[config.mk]
export PLATFORM = sky130hd
export DESIGN_NAME = maindec_mc
export DESIGN_NICKNAME = d
export VERILOG_FILES = /design/src/rtl/mips_mc_pkg.sv /design/src/rtl/maindec_mc_next.sv /design/src/rtl/maindec_mc.sv
export SDC_FILE = /design/constraint.sdc
export NUM_CORES = 1
export LEC_CHECK = 0
export ABC_AREA = 0
export CAP_MARGIN = 30
export CELL_PAD_IN_SITES_DETAIL_PLACEMENT = 0
export CELL_PAD_IN_SITES_GLOBAL_PLACEMENT = 1
export CORE_ASPECT_RATIO = 1.4
export CORE_MARGIN = 2
export CORE_UTILIZATION = 34
export DETAILED_ROUTE_END_ITERATION = 7
export GPL_ROUTABILITY_DRIVEN = 0
export PLACE_DENSITY_LB_ADDON = 0.08
export SLEW_MARGIN = 20
export SYNTH_ARGS = -nofsm -noshare
export SYNTH_HDL_FRONTEND = slang
export SYNTH_SLANG_ARGS = --single-unit
[constraint.sdc]
create_clock -name clk -period 3.2 [get_ports clk]
set_input_delay 0.48 -clock clk [delete_from_list [all_inputs] [get_ports clk]]
set_output_delay 0.48 -clock clk [all_outputs]
set_load 0.02 [all_outputs]
[src/rtl/mips_mc_pkg.sv]
// Shared definitions for the multicycle MIPS controller: FSM states, opcode
// and funct constants, ALU operation codes, load-size and branch-type codes.
// Optional feature macro: MAINDEC_MC_ILLEGAL_TRAP_EN adds the TRAP state.
package mips_mc_pkg;

    typedef enum logic [3:0] {
        S_FETCH,
        S_DECODE,
        S_MEMADR,
        S_MEMRD,
        S_MEMWB,
        S_MEMWR,
        S_REXEC,
        S_ALUWB,
        S_IEXEC,
        S_IWB,
        S_BRANCH,
        S_JUMP,
        S_JAL,
        S_JR
`ifdef MAINDEC_MC_ILLEGAL_TRAP_EN
        , S_TRAP
`endif
    } state_t;

    // Where an unknown opcode goes after DECODE.
`ifdef MAINDEC_MC_ILLEGAL_TRAP_EN
    localparam state_t S_UNKNOWN_OP = S_TRAP;
`else
    localparam state_t S_UNKNOWN_OP = S_FETCH;
`endif

    localparam logic [5:0] OP_RTYPE = 6'b000000;
    localparam logic [5:0] OP_J     = 6'b000010;
    localparam logic [5:0] OP_JAL   = 6'b000011;
    localparam logic [5:0] OP_BEQ   = 6'b000100;
    localparam logic [5:0] OP_BNE   = 6'b000101;
    localparam logic [5:0] OP_BLEZ  = 6'b000110;
    localparam logic [5:0] OP_ADDI  = 6'b001000;
    localparam logic [5:0] OP_SLTI  = 6'b001010;
    localparam logic [5:0] OP_ANDI  = 6'b001100;
    localparam logic [5:0] OP_ORI   = 6'b001101;
    localparam logic [5:0] OP_XORI  = 6'b001110;
    localparam logic [5:0] OP_LUI   = 6'b001111;
    localparam logic [5:0] OP_LB    = 6'b100000;
    localparam logic [5:0] OP_LH    = 6'b100001;
    localparam logic [5:0] OP_LW    = 6'b100011;
    localparam logic [5:0] OP_LBU   = 6'b100100;
    localparam logic [5:0] OP_SW    = 6'b101011;

    localparam logic [5:0] FN_JR    = 6'b001000;

    localparam logic [3:0] ALU_ADD   = 4'd0;
    localparam logic [3:0] ALU_SUB   = 4'd1;
    localparam logic [3:0] ALU_FUNCT = 4'd2;
    localparam logic [3:0] ALU_OR    = 4'd3;
    localparam logic [3:0] ALU_AND   = 4'd4;
    localparam logic [3:0] ALU_XOR   = 4'd5;
    localparam logic [3:0] ALU_SLT   = 4'd6;
    localparam logic [3:0] ALU_LUI   = 4'd7;

    localparam logic [1:0] LD_WORD  = 2'b00;
    localparam logic [1:0] LD_HALF  = 2'b01;
    localparam logic [1:0] LD_BYTE  = 2'b10;
    localparam logic [1:0] LD_BYTEU = 2'b11;

    localparam logic [1:0] BR_NONE = 2'b00;
    localparam logic [1:0] BR_BEQ  = 2'b01;
    localparam logic [1:0] BR_BNE  = 2'b10;
    localparam logic [1:0] BR_BLEZ = 2'b11;

    // Per-instruction facts captured in DECODE so later states never look at op.
    typedef struct packed {
        logic       is_store;
        logic [1:0] ld_size;
        logic [3:0] aluop;
        logic [1:0] brtype;
    } opcls_t;

endpackage

[src/rtl/maindec_mc_next.sv]
// Next-state logic and opcode-class decode for the multicycle controller.
module maindec_mc_next
    import mips_mc_pkg::*;
(
    input  state_t     state_i,
    input  logic [5:0] op_i,
    input  logic [5:0] funct_i,
    input  logic       mem_ready_i,
    input  logic       is_store_q_i,
    output state_t     state_d_o,
    output opcls_t     cls_d_o
);

    state_t dec_state;

    // Classify the opcode: target state after DECODE plus facts to register.
    always_comb begin
        cls_d_o   = '0;
        dec_state = S_UNKNOWN_OP;
        case (op_i)
            // jr shares op=0 with R-type and wins over it
            OP_RTYPE: dec_state = (funct_i == FN_JR) ? S_JR : S_REXEC;
            OP_LW:   begin dec_state = S_MEMADR; cls_d_o.ld_size = LD_WORD;  end
            OP_LH:   begin dec_state = S_MEMADR; cls_d_o.ld_size = LD_HALF;  end
            OP_LB:   begin dec_state = S_MEMADR; cls_d_o.ld_size = LD_BYTE;  end
            OP_LBU:  begin dec_state = S_MEMADR; cls_d_o.ld_size = LD_BYTEU; end
            OP_SW:   begin dec_state = S_MEMADR; cls_d_o.is_store = 1'b1;    end
            OP_ADDI: begin dec_state = S_IEXEC;  cls_d_o.aluop = ALU_ADD;    end
            OP_ORI:  begin dec_state = S_IEXEC;  cls_d_o.aluop = ALU_OR;     end
            OP_ANDI: begin dec_state = S_IEXEC;  cls_d_o.aluop = ALU_AND;    end
            OP_XORI: begin dec_state = S_IEXEC;  cls_d_o.aluop = ALU_XOR;    end
            OP_SLTI: begin dec_state = S_IEXEC;  cls_d_o.aluop = ALU_SLT;    end
            OP_LUI:  begin dec_state = S_IEXEC;  cls_d_o.aluop = ALU_LUI;    end
            OP_BEQ:  begin dec_state = S_BRANCH; cls_d_o.aluop = ALU_SUB; cls_d_o.brtype = BR_BEQ;  end
            OP_BNE:  begin dec_state = S_BRANCH; cls_d_o.aluop = ALU_SUB; cls_d_o.brtype = BR_BNE;  end
            OP_BLEZ: begin dec_state = S_BRANCH; cls_d_o.aluop = ALU_SLT; cls_d_o.brtype = BR_BLEZ; end
            OP_J:    dec_state = S_JUMP;
            OP_JAL:  dec_state = S_JAL;
            default: ;
        endcase
    end

    // State transitions; memory states hold until mem_ready.
    always_comb begin
        state_d_o = S_FETCH;
        case (state_i)
            S_FETCH:  state_d_o = mem_ready_i ? S_DECODE : S_FETCH;
            S_DECODE: state_d_o = dec_state;
            S_MEMADR: state_d_o = is_store_q_i ? S_MEMWR : S_MEMRD;
            S_MEMRD:  state_d_o = mem_ready_i ? S_MEMWB : S_MEMRD;
            S_MEMWR:  state_d_o = mem_ready_i ? S_FETCH : S_MEMWR;
            S_REXEC:  state_d_o = S_ALUWB;
            S_IEXEC:  state_d_o = S_IWB;
`ifdef MAINDEC_MC_ILLEGAL_TRAP_EN
            S_TRAP:   state_d_o = S_TRAP;
`endif
            default:  state_d_o = S_FETCH;
        endcase
    end

endmodule

[src/rtl/maindec_mc.sv]
// Multicycle MIPS main decoder: state register, registered op class, and
// Moore output decode (irwrite/pcwrite in FETCH follow mem_ready).
// Optional feature macro: MAINDEC_MC_ILLEGAL_TRAP_EN (unknown op -> TRAP).
module maindec_mc
    import mips_mc_pkg::*;
#(
    parameter int ALUOP_W = 4
)
(
    input  logic               clk,
    input  logic               reset,
    input  logic [5:0]         op,
    input  logic [5:0]         funct,
    input  logic               mem_ready,
    output logic               irwrite,
    output logic               pcwrite,
    output logic [1:0]         brtype,
    output logic [1:0]         pcsrc,
    output logic               alusrca,
    output logic [1:0]         alusrcb,
    output logic               iord,
    output logic               mem_req,
    output logic               memwrite,
    output logic               memtoreg,
    output logic               regdst,
    output logic               regwrite,
    output logic               link,
    output logic [1:0]         ld_size,
    output logic [ALUOP_W-1:0] aluop,
    output logic               illegal
);

    state_t     state_q, state_d;
    opcls_t     cls_q, cls_d;
    logic [3:0] aluop_w;

    maindec_mc_next u_next (
        .state_i      (state_q),
        .op_i         (op),
        .funct_i      (funct),
        .mem_ready_i  (mem_ready),
        .is_store_q_i (cls_q.is_store),
        .state_d_o    (state_d),
        .cls_d_o      (cls_d)
    );

    // State register; reset forces FETCH even mid memory wait.
    always_ff @(posedge clk or posedge reset) begin
        if (reset) state_q <= S_FETCH;
        else       state_q <= state_d;
    end

    // Op class is captured only in DECODE so op may change afterwards.
    always_ff @(posedge clk or posedge reset) begin
        if (reset)                    cls_q <= '0;
        else if (state_q == S_DECODE) cls_q <= cls_d;
    end

    // Output decode; everything is forced low while reset is asserted.
    always_comb begin
        irwrite  = 1'b0;
        pcwrite  = 1'b0;
        brtype   = BR_NONE;
        pcsrc    = 2'b00;
        alusrca  = 1'b0;
        alusrcb  = 2'b00;
        iord     = 1'b0;
        mem_req  = 1'b0;
        memwrite = 1'b0;
        memtoreg = 1'b0;
        regdst   = 1'b0;
        regwrite = 1'b0;
        link     = 1'b0;
        ld_size  = LD_WORD;
        aluop_w  = ALU_ADD;
        illegal  = 1'b0;
        if (!reset) begin
            case (state_q)
                S_FETCH: begin
                    mem_req = 1'b1;
                    alusrcb = 2'b01;
                    irwrite = mem_ready;
                    pcwrite = mem_ready;
                end
                S_DECODE: alusrcb = 2'b11;
                S_MEMADR: begin alusrca = 1'b1; alusrcb = 2'b10; end
                S_MEMRD:  begin mem_req = 1'b1; iord = 1'b1; ld_size = cls_q.ld_size; end
                S_MEMWB:  begin regwrite = 1'b1; memtoreg = 1'b1; ld_size = cls_q.ld_size; end
                S_MEMWR:  begin mem_req = 1'b1; memwrite = 1'b1; iord = 1'b1; end
                S_REXEC:  begin alusrca = 1'b1; aluop_w = ALU_FUNCT; end
                S_ALUWB:  begin regwrite = 1'b1; regdst = 1'b1; end
                S_IEXEC:  begin alusrca = 1'b1; alusrcb = 2'b10; aluop_w = cls_q.aluop; end
                S_IWB:    regwrite = 1'b1;
                S_BRANCH: begin
                    alusrca = 1'b1;
                    pcsrc   = 2'b01;
                    aluop_w = cls_q.aluop;
                    brtype  = cls_q.brtype;
                end
                S_JUMP:   begin pcwrite = 1'b1; pcsrc = 2'b10; end
                S_JAL:    begin pcwrite = 1'b1; pcsrc = 2'b10; regwrite = 1'b1; link = 1'b1; end
                S_JR:     begin pcwrite = 1'b1; pcsrc = 2'b11; end
`ifdef MAINDEC_MC_ILLEGAL_TRAP_EN
                S_TRAP:   illegal = 1'b1;
`endif
                default: ;
            endcase
        end
    end

    assign aluop = ALUOP_W'(aluop_w);

endmodule

==> impl_metrics.json <==
{
  "setup_viol_count_final": 0,
  "antennaDiodeCount": 0,
  "synth_area_leaders": "dfrtp_1, nand2_1, nor2_1, o21ai_0, and3_1",
  "status": "completed",
  "dpl_worst_slack_ns": 0.458,
  "ys_ff_latch": 12,
  "crit_type": "in -> out",
  "synth_top_area_cell": "dfrtp_1",
  "initial_core_util": 0.352,
  "avgSynthCellArea_sq_um": 7.82,
  "htreeDepth": 1,
  "drv_slew": 0,
  "end_kind": "primary output",
  "syn2layout_area_growth_pct": 34.1,
  "relSlewSlack": 0.600,
  "cp.required_ns": 2.72,
  "setup_ws_ns": 0.442,
  "wirelength_um": 2830,
  "die_x_um": 51.8,
  "grt-ovfl-total": 0,
  "maxCapViolations": 0,
  "clockBufferDepth": 2,
  "postCtsHoldBufs": 0,
  "die_area_sq_um": 3670,
  "core_area_sq_um": 3090,
  "via_per_inst": 5.35,
  "grt_max_degree": 21,
  "drc": 0,
  "cts_resized": 0,
  "start_kind": "input port",
  "fin_crit_sh": 0.862,
  "finalSetupTns_ns": 0,
  "die_h_um": 70.9,
  "peakVddDrop_v": 0.000301,
  "yosysTopAreaCellShare": 0.276,
  "wl_met3_um": 105,
  "power.leakage_nw": 0.559,
  "synth_cell_types": 44,
  "cts_sinks": 12,
  "grt_usage": 0.179,
  "synthFlopType": "dfrtp_1",
  "tightestPinTransition_ns": 0.601,
  "path_clk_slew_ns": 0.05,
  "rsz0062_at_grt": "no",
  "ys_async_sr_fraction": 1.00,
  "crit_fanout": 9,
  "first_pass_iters": 4,
  "drt_iter0_drc": 27,
  "drive_gt1_frac": 0.0610,
  "ant_nets": 0,
  "yosys_warnings": 0,
  "fin_skew_ns": 0.00659,
  "io_buffer_count": 35,
  "grt_pass1_vias": 1073,
  "finalNetCount": 181,
  "wl_met2_um": 1430,
  "top_layer_used": "met4",
  "syn_area_sq_um": 1090,
  "fmax_mhz": 363,
  "power_density_nw_per_um2": 572,
  "final_hold_viol_count": 0,
  "wl_met1_um": 1260,
  "dp_hpwl_um": 2180,
  "cts_tree": "done",
  "synthCells": 139,
  "routedWlPerCell_um": 13.9,
  "cts_made_buffers": 3,
  "clock_latency_ns": 0.24,
  "fillers": 327,
  "root_buffer": "clkbuf_8",
  "dr_total_vias": 1086,
  "grt_pass1_wl_um": 5080,
  "cts_setup_buffers": 0,
  "num_rows": 24,
  "ios": 38,
  "synth_edf_count": 0,
  "ys_seq_area_frac": 0.276,
  "fin_crit_ns": 2.76,
  "cp.arrival_ns": 2.28,
  "antenna_found_initial": 0,
  "hp-class": "reg -> reg"
}
[layer usage]
layer	up-vias	track usage
met1	496	0.238
met2	25	0.296
li1	561	-
met3	4	0.0232
met4	0	0.0614
met5	-	0
[critical path: stages]
cell	delay, ns
clkdlybuf4s50_1	0.54
nor2_1	0.34
and3_1	0.23
or2_2	0.10
clkdlybuf4s50_1	0.59
[sequential cells by signal (all words and copies together), names as in the netlist]
name and cells:
state_q 4, cls_q 8
[cell type report]
| class | instances | area (sq um) | share of cell area |
|---|---|---|---|
| tap | 39 | 48.8 | 0.0335 |
| clock buffer | 3 | 41.3 | 0.0283 |
| multi-input combinational | 110 | 694 | 0.476 |
| timing repair buffer | 37 | 365 | 0.251 |
| inverter | 2 | 7.51 | 0.00515 |
| sequential | 12 | 300 | 0.206 |
[path summary, 6_finish.rpt]
path / start / endpoint / slack [ns] / cells after the start
worst max-delay path: reset / pcwrite / 0.44 / 5
worst min register to register: cls_q[1]$_DFFE_PP0P_ / cls_q[1]$_DFFE_PP0P_ / 0.47 / 2
worst max register to register: state_q[0]$_DFF_PP0_ / cls_q[0]$_DFFE_PP0P_ / 1.24 / 4
worst min-delay path: cls_q[1]$_DFFE_PP0P_ / cls_q[1]$_DFFE_PP0P_ / 0.47 / 2
min in group asynchronous: reset / state_q[1]$_DFF_PP0_ / 0.80 / 3
max in group asynchronous: reset / cls_q[1]$_DFFE_PP0P_ / 2.28 / 3
[cells by family (layout without fill, tap and decap cells)]
group	Yosys count	in the layout	synth area share
AOI/OAI and AO/OA	34	34	0.227
xor gates and xnor gates	6	6	0.0483
buffers and inverters	18	42	0.0886
DFF	12	12	0.276
other	1	2	0.00345
and+or+nand+nor	68	68	0.357
[metrics by stage]
step | hold slack [ns] | utilization | power [W] | instance area, sq um | std cells
6_report | 0.473 | 0.471 | 0.000834 | 1460 | 203
5_1_grt | 0.502 | 0.471 | 0.000906 | 1460 | 203
4_1_cts | 0.478 | 0.471 | 0.000838 | 1460 | 203
3_3_place_gp | 0.462 | 0.458 | 0.000700 | 1420 | 200
2_1_floorplan | 0.446 | - | 0.000589 | 1090 | 140
3_5_place_dp | 0.464 | 0.458 | 0.000702 | 1420 | 200
[cells in the final DEF (no fill, tap or decap), types with 3 or more instances in the layout]
cell type	instances
a21oi_1	5
a22o_1	4
and3_1	7
clkbuf_8	3
clkdlybuf4s50_1	35
dfrtp_1	12
nand2_1	14
nand3_1	4
nand3b_1	4
nor2_1	14
nor2b_1	4
nor3_1	6
nor4b_1	3
o21ai_0	10
xnor2_1	4
[power by group]
part	internal (W)	switching, W
Clock	0.0000827	0.0000519
Combinational	0.000193	0.000219
Sequential	0.000190	0.0000981
Total	0.000465	0.000369
[cells in the mapped netlist (2+ instances only)]
library cell  count
a21oi_1           5
a22o_1            4
a32o_1            2
and3_1            7
buf_2             2
buf_4             3
buf_6             2
clkbuf_1          8
dfrtp_1          12
inv_1             2
nand2_1          14
nand2b_1          2
nand3_1           4
nand3b_1          4
nor2_1           14
nor2b_1           4
nor3_1            6
nor4_1            2
nor4b_1           3
o21ai_0          10
o2bb2ai_1         2
xnor2_1           4
xor2_1            2
Power figures use the tool's default switching activity.
